**config.mk**
```make
export PLATFORM = sky130hd
export DESIGN_NAME = lfsr_bank_flat
export DESIGN_NICKNAME = d
export VERILOG_FILES = /design/src/rtl/lfsr_pkg.sv /design/src/rtl/lfsr_bank_if.sv /design/src/rtl/lfsr_core.sv /design/src/rtl/lfsr_bank.sv /design/src/flat_wrapper.sv
export SDC_FILE = /design/constraint.sdc
export NUM_CORES = 1
export LEC_CHECK = 0
export ABC_AREA = 1
export CAP_MARGIN = 30
export CORE_UTILIZATION = 35
export DETAILED_ROUTE_END_ITERATION = 12
export GPL_TIMING_DRIVEN = 0
export SYNTH_ARGS = -nofsm -noshare
export SYNTH_HDL_FRONTEND = slang
export SYNTH_HIERARCHICAL = 1
export SYNTH_SLANG_ARGS = --single-unit
```
**constraint.sdc**
```tcl
create_clock -name clk -period 4.1 [get_ports clk]
set_input_delay 0.615 -clock clk [delete_from_list [all_inputs] [get_ports clk]]
set_output_delay 0.615 -clock clk [all_outputs]
set_load 0.01 [all_outputs]
```
**src/rtl/lfsr_pkg.sv**
```systemverilog
`default_nettype none
// ============================================================================
// Module      : lfsr_pkg
// Description : Shared constants and helpers for the multi-channel Galois
//               LFSR bank: maximal-length default tap masks, the Galois
//               right-shift step function and a clog2 helper that never
//               returns less than 1.
// Ports       : none (package)
// Revision    : 1.0 - initial release
// ============================================================================
package lfsr_pkg;

    // Widest LFSR the step helper can handle; callers zero-extend into it.
    localparam int c_MAX_W = 64;

    // Maximal-length Galois right-shift tap masks.
    localparam logic [7:0]  c_TAPS_8  = 8'hB8;
    localparam logic [15:0] c_TAPS_16 = 16'hB400;
    localparam logic [23:0] c_TAPS_24 = 24'hE10000;
    localparam logic [31:0] c_TAPS_32 = 32'h80200003;

    // One Galois step. Operands are zero-extended to c_MAX_W, so the upper
    // bits of the result stay zero and the caller truncates back to N.
    function automatic logic [c_MAX_W-1:0] galois_step(
        input logic [c_MAX_W-1:0] s,
        input logic [c_MAX_W-1:0] taps
    );
        return (s >> 1) ^ (s[0] ? taps : '0);
    endfunction

    // Index width for n items; a single item still needs a 1-bit index.
    function automatic int clog2_min1(input int n);
        return (n <= 1) ? 1 : $clog2(n);
    endfunction

endpackage : lfsr_pkg
`default_nettype wire

```
**src/rtl/lfsr_bank_if.sv**
```systemverilog
`default_nettype none
// ============================================================================
// Module      : lfsr_bank_if
// Description : Bus bundle for lfsr_bank: seed-load port, per-channel
//               enables, the valid/ready random-number stream and the sticky
//               per-channel wrap flags.
// Modports    : master - the bank (drives the stream and wrap flags)
//               slave  - the user (loads seeds, enables, consumes stream)
// Revision    : 1.0 - initial release
// ============================================================================
interface lfsr_bank_if
    import lfsr_pkg::*;
#(
    parameter int N      = 32,
    parameter int NUM_CH = 4,
    parameter int CW     = clog2_min1(NUM_CH)
);

    logic              seed_load;
    logic [CW-1:0]     seed_ch;
    logic [N-1:0]      seed_data;
    logic [NUM_CH-1:0] ch_en;
    logic              out_valid;
    logic              out_ready;
    logic [N-1:0]      out_data;
    logic [CW-1:0]     out_ch;
    logic [NUM_CH-1:0] wrapped;

    modport master (
        input  seed_load, seed_ch, seed_data, ch_en, out_ready,
        output out_valid, out_data, out_ch, wrapped
    );

    modport slave (
        output seed_load, seed_ch, seed_data, ch_en, out_ready,
        input  out_valid, out_data, out_ch, wrapped
    );

endinterface : lfsr_bank_if
`default_nettype wire

```
**src/rtl/lfsr_core.sv**
```systemverilog
`default_nettype none
// ============================================================================
// Module      : lfsr_core
// Description : One Galois LFSR channel. Holds the running state, the seed
//               it was loaded with, an armed bit (set by the first load) and
//               a sticky wrapped flag raised when a step returns the state to
//               the seed. A load takes priority over a step.
// Ports       : clk, reset     - clock, synchronous active-high reset
//               i_load         - load i_load_data as seed and state
//               i_load_data    - seed value (0 is replaced by 1)
//               i_step         - advance the state by one Galois step
//               o_state        - current state
//               o_armed        - channel has been seeded since reset
//               o_wrapped      - state has returned to its seed
// Revision    : 1.0 - initial release
// ============================================================================
module lfsr_core
    import lfsr_pkg::*;
#(
    parameter int           N    = 32,
    parameter logic [N-1:0] TAPS = N'(c_TAPS_32)
) (
    input  wire logic         clk,
    input  wire logic         reset,
    input  wire logic         i_load,
    input  wire logic [N-1:0] i_load_data,
    input  wire logic         i_step,
    output logic [N-1:0]      o_state,
    output logic              o_armed,
    output logic              o_wrapped
);

    logic [N-1:0] r_state;
    logic [N-1:0] r_seed;
    logic         r_armed;
    logic         r_wrapped;

    logic [N-1:0] w_seed;
    logic [N-1:0] w_next;

    // An all-zero state is a fixed point of the LFSR, so it is never loaded.
    assign w_seed = (i_load_data == '0) ? N'(1) : i_load_data;
    assign w_next = N'(galois_step(c_MAX_W'(r_state), c_MAX_W'(TAPS)));

    always_ff @(posedge clk) begin
        if (reset) begin
            r_state   <= '0;
            r_seed    <= '0;
            r_armed   <= 1'b0;
            r_wrapped <= 1'b0;
        end else if (i_load) begin
            r_state   <= w_seed;
            r_seed    <= w_seed;
            r_armed   <= 1'b1;
            r_wrapped <= 1'b0;
        end else if (i_step) begin
            r_state <= w_next;
            if (w_next == r_seed) begin
                r_wrapped <= 1'b1;
            end
        end
    end

    assign o_state   = r_state;
    assign o_armed   = r_armed;
    assign o_wrapped = r_wrapped;

endmodule : lfsr_core
`default_nettype wire

```
**src/rtl/lfsr_bank.sv**
```systemverilog
`default_nettype none
// ============================================================================
// Module      : lfsr_bank
// Description : NUM_CH independent Galois LFSRs behind one round-robin
//               arbiter feeding a single registered valid/ready stream. Each
//               captured word is the channel state before its step, so every
//               number is emitted exactly once.
// Ports       : clk        - system clock, rising edge
//               reset      - synchronous active-high reset
//               bus.master - seed load, channel enables, output stream,
//                            sticky wrap flags (see lfsr_bank_if)
// Revision    : 1.0 - initial release
// ============================================================================
module lfsr_bank
    import lfsr_pkg::*;
#(
    parameter int           N      = 32,
    parameter int           NUM_CH = 4,
    parameter logic [N-1:0] TAPS   = N'(c_TAPS_32),
    parameter int           CW     = clog2_min1(NUM_CH)
) (
    input  wire logic   clk,
    input  wire logic   reset,
    lfsr_bank_if.master bus
);

    logic [N-1:0]      w_state [NUM_CH];
    logic [NUM_CH-1:0] w_armed;
    logic [NUM_CH-1:0] w_wrapped;
    logic [NUM_CH-1:0] w_load;
    logic [NUM_CH-1:0] w_step;
    logic [NUM_CH-1:0] w_elig;

    logic              w_found;
    logic [CW-1:0]     w_sel;
    logic              w_capture;
    logic [CW-1:0]     w_rr_next;

    logic              r_out_valid;
    logic [N-1:0]      r_out_data;
    logic [CW-1:0]     r_out_ch;
    logic [CW-1:0]     r_rr_ptr;

    generate
        for (genvar i = 0; i < NUM_CH; i++) begin : g_ch
            // Out-of-range seed_ch never matches any channel index.
            assign w_load[i] = bus.seed_load && (bus.seed_ch == CW'(i));
            assign w_step[i] = w_capture && (w_sel == CW'(i));
            // A channel being reloaded is skipped so the load always wins.
            assign w_elig[i] = w_armed[i] && bus.ch_en[i] && !w_load[i];

            lfsr_core #(
                .N    (N),
                .TAPS (TAPS)
            ) u_core (
                .clk         (clk),
                .reset       (reset),
                .i_load      (w_load[i]),
                .i_load_data (bus.seed_data),
                .i_step      (w_step[i]),
                .o_state     (w_state[i]),
                .o_armed     (w_armed[i]),
                .o_wrapped   (w_wrapped[i])
            );
        end
    endgenerate

    // Round-robin search: first eligible channel at or after r_rr_ptr.
    always_comb begin
        int            v_sum;
        logic [CW-1:0] v_idx;
        w_found = 1'b0;
        w_sel   = '0;
        v_sum   = 0;
        v_idx   = '0;
        for (int k = 0; k < NUM_CH; k++) begin
            v_sum = int'(r_rr_ptr) + k;
            if (v_sum >= NUM_CH) begin
                v_sum = v_sum - NUM_CH;
            end
            v_idx = CW'(v_sum);
            if (!w_found && w_elig[v_idx]) begin
                w_found = 1'b1;
                w_sel   = v_idx;
            end
        end
    end

    assign w_capture = (!r_out_valid || bus.out_ready) && w_found;
    assign w_rr_next = (w_sel == CW'(NUM_CH - 1)) ? '0 : w_sel + 1'b1;

    always_ff @(posedge clk) begin
        if (reset) begin
            r_out_valid <= 1'b0;
            r_out_data  <= '0;
            r_out_ch    <= '0;
            r_rr_ptr    <= '0;
        end else if (w_capture) begin
            r_out_valid <= 1'b1;
            r_out_data  <= w_state[w_sel];
            r_out_ch    <= w_sel;
            r_rr_ptr    <= w_rr_next;
        end else if (bus.out_ready) begin
            // Word consumed (or none held) and nothing eligible to replace it.
            r_out_valid <= 1'b0;
        end
    end

    assign bus.out_valid = r_out_valid;
    assign bus.out_data  = r_out_data;
    assign bus.out_ch    = r_out_ch;
    assign bus.wrapped   = w_wrapped;

endmodule : lfsr_bank
`default_nettype wire

```
**src/flat_wrapper.sv**
```systemverilog
// flat-port wrapper written by rule: the top's interface ports become plain ports
module lfsr_bank_flat import lfsr_pkg::*;
#(
    parameter int           N      = 32,
    parameter int           NUM_CH = 4,
    parameter logic [N-1:0] TAPS   = N'(c_TAPS_32),
    parameter int           CW     = clog2_min1(NUM_CH)
)
  (clk, reset, bus_seed_load, bus_seed_ch, bus_seed_data, bus_ch_en, bus_out_ready, bus_out_valid, bus_out_data, bus_out_ch, bus_wrapped);
  lfsr_bank_if #(.N(N), .NUM_CH(NUM_CH), .CW(CW)) bus_i ();
  input  wire logic clk;
  input  wire logic reset;
  input wire logic [$bits(bus_i.seed_load)-1:0] bus_seed_load;
  input wire logic [$bits(bus_i.seed_ch)-1:0] bus_seed_ch;
  input wire logic [$bits(bus_i.seed_data)-1:0] bus_seed_data;
  input wire logic [$bits(bus_i.ch_en)-1:0] bus_ch_en;
  input wire logic [$bits(bus_i.out_ready)-1:0] bus_out_ready;
  output wire logic [$bits(bus_i.out_valid)-1:0] bus_out_valid;
  output wire logic [$bits(bus_i.out_data)-1:0] bus_out_data;
  output wire logic [$bits(bus_i.out_ch)-1:0] bus_out_ch;
  output wire logic [$bits(bus_i.wrapped)-1:0] bus_wrapped;
  assign bus_i.seed_load = bus_seed_load;
  assign bus_i.seed_ch = bus_seed_ch;
  assign bus_i.seed_data = bus_seed_data;
  assign bus_i.ch_en = bus_ch_en;
  assign bus_i.out_ready = bus_out_ready;
  assign bus_out_valid = bus_i.out_valid;
  assign bus_out_data = bus_i.out_data;
  assign bus_out_ch = bus_i.out_ch;
  assign bus_wrapped = bus_i.wrapped;
  lfsr_bank #(.N(N), .NUM_CH(NUM_CH), .TAPS(TAPS), .CW(CW)) u_core (.clk(clk), .reset(reset), .bus(bus_i));
endmodule
```
==> results.md <==
- Outcome: finished clean
- DP Wirelength: 50150 um
- Routed WL: between 60000 and 70000 um
- Design area: 18580 sq um
- Sequential share of the synthesized area: between 30% and 40%
- First-pass iteration count of the detailed router: 6
- CTS root buf: clkbuf_16
- Area after DPL: roughly 17000 sq um
- Initial antenna violation count: 0
- Die Width: between 200 and 250 um
- Synth Area in Simple Gates: 30.50%
- Final WS setup: around 0.49 ns
- EDFF count, synth: 0
- Syn. warnings: 6
- Async S/R FF share, synth: 0%
- Maxcap violations: 0
- IO Count: 81
- # rows: 77
- Slew margin rel.: 29.66%
- Max FO, Critical Path: 10
- Final Hold Fails: 0
- Final setup vio count: 0
- PortBufs: 80
- Avg Inst Size Synth: 6.735 sq um
- Combinational family with the most area after synthesis: simple AND/OR/NAND/NOR gates
- Cell Chain, Critical Path: clkdlybuf4s50_1 > nand2_1 > inv_1 > nand3_1 > nand2_1 > nand2_1 > nand2_2 > nand4_4 > buf_4 > buf_4 > a21oi_1 > nor2_1 > inv_1 > clkbuf_1 > o21ai_0 > a21oi_1
- Crit-path most repeated cell: nand2_1
- Post-CTS Hold Fix Bufs: 0
- Leak Pwr: a little under 8 nW
- Worst hold stages: 2
- Final Cycle Share: between 80 and 90%
- CTS buffer count: 36
- CTS tree: yes
- Reg2reg path depth: 15
- Adder-cell share of the synthesized area: 0%
- Pwr Total: between 10 and 15 mW
- Critical path class: input port to flop
- Crit-path slowest cell: a21oi_1
- Ant diodes: 0
- Starting density of the core: between 30% and 40%
- Post-synth top area share: about 38%
- Clock sink count: between 300 and 400
- Most frequent cells in the layout: nand2_1 (778), inv_1 (318), dfxtp_1 (301)
- CP max stage delay: a little over 0.5 ns
- Hold Crit Class: flop to flop
- Via count: between 15k and 20k
- Drt wl/cell: between 20 and 25 um
- Mux cell area share after synthesis: 0%
- ANT nets after route: 0
- Minimum clock period: 3.614 ns
- Synth Cell Area: 15860 sq um
- Post_cts resized: 0
- Maximum vdd drop: ~0.28 mV
- Main flop type after synthesis: dfxtp_1
- Iteration-0 DRC Markers: ~2.4k
- Register-to-register setup slack: between 0.6 and 0.7 ns
- Global-route wire length before repair: 99350 um
- Clock skew: between 0.015 and 0.02 ns
- DIE HEIGHT: around 210 um
- Net count after synthesis: 2397
- GPL Wtd Cong: roughly 1
- Max Fclk: between 200 and 300 MHz
- Pwr dens: roughly 570 nW/um^2
- DRC: 0
- Worst setup SP type: input port
- Clk_lat worst skew: around 0.56 ns
- Sum Neg Setup Slack: 0 ns
- Core Box Area: about 44000 sq um
- Measured slew at the worst slew-check pin: 1.052 ns
- Crit Reg-Reg Endpoint: u_core/g_ch[3].u_core/o_state[4]
- Hold Crit Start: u_core/g_ch[3].u_core/o_wrapped
- DIE AREA: about 46000 sq um
- Yosys cell types: 31
- DP Worst Slack: approximately 0.085 ns
- Reg2Reg Launch Point: u_core/g_ch[2].u_core/o_armed
- Layout overhead on the synthesized area: 17.14%
- Vias per std cell: 5.498
- H-tree Lvls: 2
- Final Non-Filler Cells: 3085
- Data required, critical path: approximately 4.6 ns
- Commonest non-fill, non-tap cell in the layout: nand2_1
- Fill cells: around 4.6k
- Compound-Gate Fraction of Synth Area: 16.78%
- Placed cell count: 3027
- Reg clk slew, reported paths: 0.06 ns
- Post-Syn Instances: about 2.4k
- Yosys top cell by area: dfxtp_1
- Synth area leaders: dfxtp_1 (38%), nand2_1 (18%), inv_1 (7.5%)
- Hold EP: u_core/g_ch[3].u_core/o_wrapped
- Worst Setup End Kind: flop
- Largest net degree at the start of global routing: 13
- RSZ-0062 raised after global routing: false
- Share of layout cells above drive strength 1: slightly above 9%
- Clock buffer depth: 3
- Flops & latches, synth: roughly 300
- Post-CTS Setup Inserts: 0
- Gr usage total: around 29%
- Synth Area in XOR/XNOR: roughly 2.2%
- Arr. time, crit path: between 4 and 5 ns
- Vias in the first global route: between 15k and 20k
- Congestion Overflow GR: 0
- Layout Nets: between 2k and 3k
- Slew Limit Fails: 0
## power breakdown
group | internal, mW | total (mW) | switching (mW) | leakage, nW
combinational | 1.23 | 3.37 | 2.14 | 4.86
clock | 1.98 | 3.29 | 1.31 | 0.579
sequential | 3.31 | 3.93 | 0.626 | 2.45
total | 6.52 | 10.6 | 4.07 | 7.89
## per-layer routing
| layer | share of wire, % | track usage (%) | routed length (um) |
|---|---|---|---|
| met1 | 40 | 37.00 | 27220 |
| met2 | 44 | 45.03 | 29780 |
| met3 | 11 | 6.016 | 7274 |
| met4 | 5.5 | 14.76 | 3766 |
| met5 | 0 | 0 | 0 |
## registers in the layout, summed over array words and instances, names as in the netlist
signal                        count
u_core/bus.out_ch                 2
u_core/g_ch.u_core/r_seed       128
u_core/g_ch.u_core/o_wrapped      4
u_core/r_rr_ptr                   2
u_core/bus.out_data              32
u_core/g_ch.u_core/o_state      128
u_core/bus.out_valid              1
u_core/g_ch.u_core/o_armed        4
## cell usage after synthesis, types with 5 or more instances
master and instances:
clkinv_1 5, o211ai_1 12, nor2_2 8, o22ai_1 92, buf_12 6, buf_4 13, buf_6 5, a21oi_1 81
nand4_1 15, a221oi_1 84, xnor2_1 36, nand3_1 109, a21oi_2 5, inv_1 318, buf_2 60, clkbuf_1 42
inv_2 5, nand3_2 58, o21ai_1 8, nor2_1 142, nand2_1 778, dfxtp_1 301, o21ai_0 154
## worst max-delay path, delay by kind of cell
kind | cells | cell delay [ns]
AO/OA/AOI/OAI | 3 | 0.82
buffers and inverters | 6 | 1.68
AND/OR/NAND/NOR | 7 | 0.95
## worst max path at each step
stage,from,endpoint,slack (ns),cells after the start
finish,bus_ch_en[2],u_core/g_ch[3].u_core/o_state[4],0.49,16
global route,bus_seed_ch[1],u_core/g_ch[3].u_core/o_state[15],0.34,16
CTS,bus_ch_en[2],u_core/g_ch[3].u_core/o_state[19],0.64,16
detailed placement,bus_ch_en[2],u_core/g_ch[3].u_core/o_state[4],0.08,16
global placement,bus_ch_en[1],u_core/g_ch[3].u_core/o_state[7],0.16,16
floorplan,bus_seed_ch[1],u_core/g_ch[3].u_core/o_state[10],1.65,14
## kinds of logic after synthesis
kind of cell | Yosys count
XOR/XNOR | 38
AND/OR/NAND/NOR | 1121
AO/OA/AOI/OAI | 436
buffers and inverters | 459
flip-flops | 301
## stage by stage
stage / utilization, % / hold WS (ns)
floorplan: - / 0.4407
global placement: 39.18 / 0.4478
detailed placement: 39.18 / 0.4529
CTS: 41.83 / 0.4637
global route: 41.83 / 0.4887
finish: 41.83 / 0.4600
## final cells by class
| type | instances | area [sq um] | share of cell area [%] |
|---|---|---|---|
| Buffer | 130 | 752.0 | 4.047 |
| Clock buffer | 56 | 1117 | 6.013 |
| Clock inverter | 2 | 60.06 | 0.3232 |
| Inverter | 329 | 1237 | 6.660 |
| Multi-Input combinational cell | 1595 | 7846 | 42.23 |
| Sequential cell | 301 | 6026 | 32.43 |
| Tap cell | 592 | 740.7 | 3.987 |
| Timing Repair Buffer | 80 | 800.8 | 4.310 |
No activity file was read; power rests on OpenSTA's default activity.
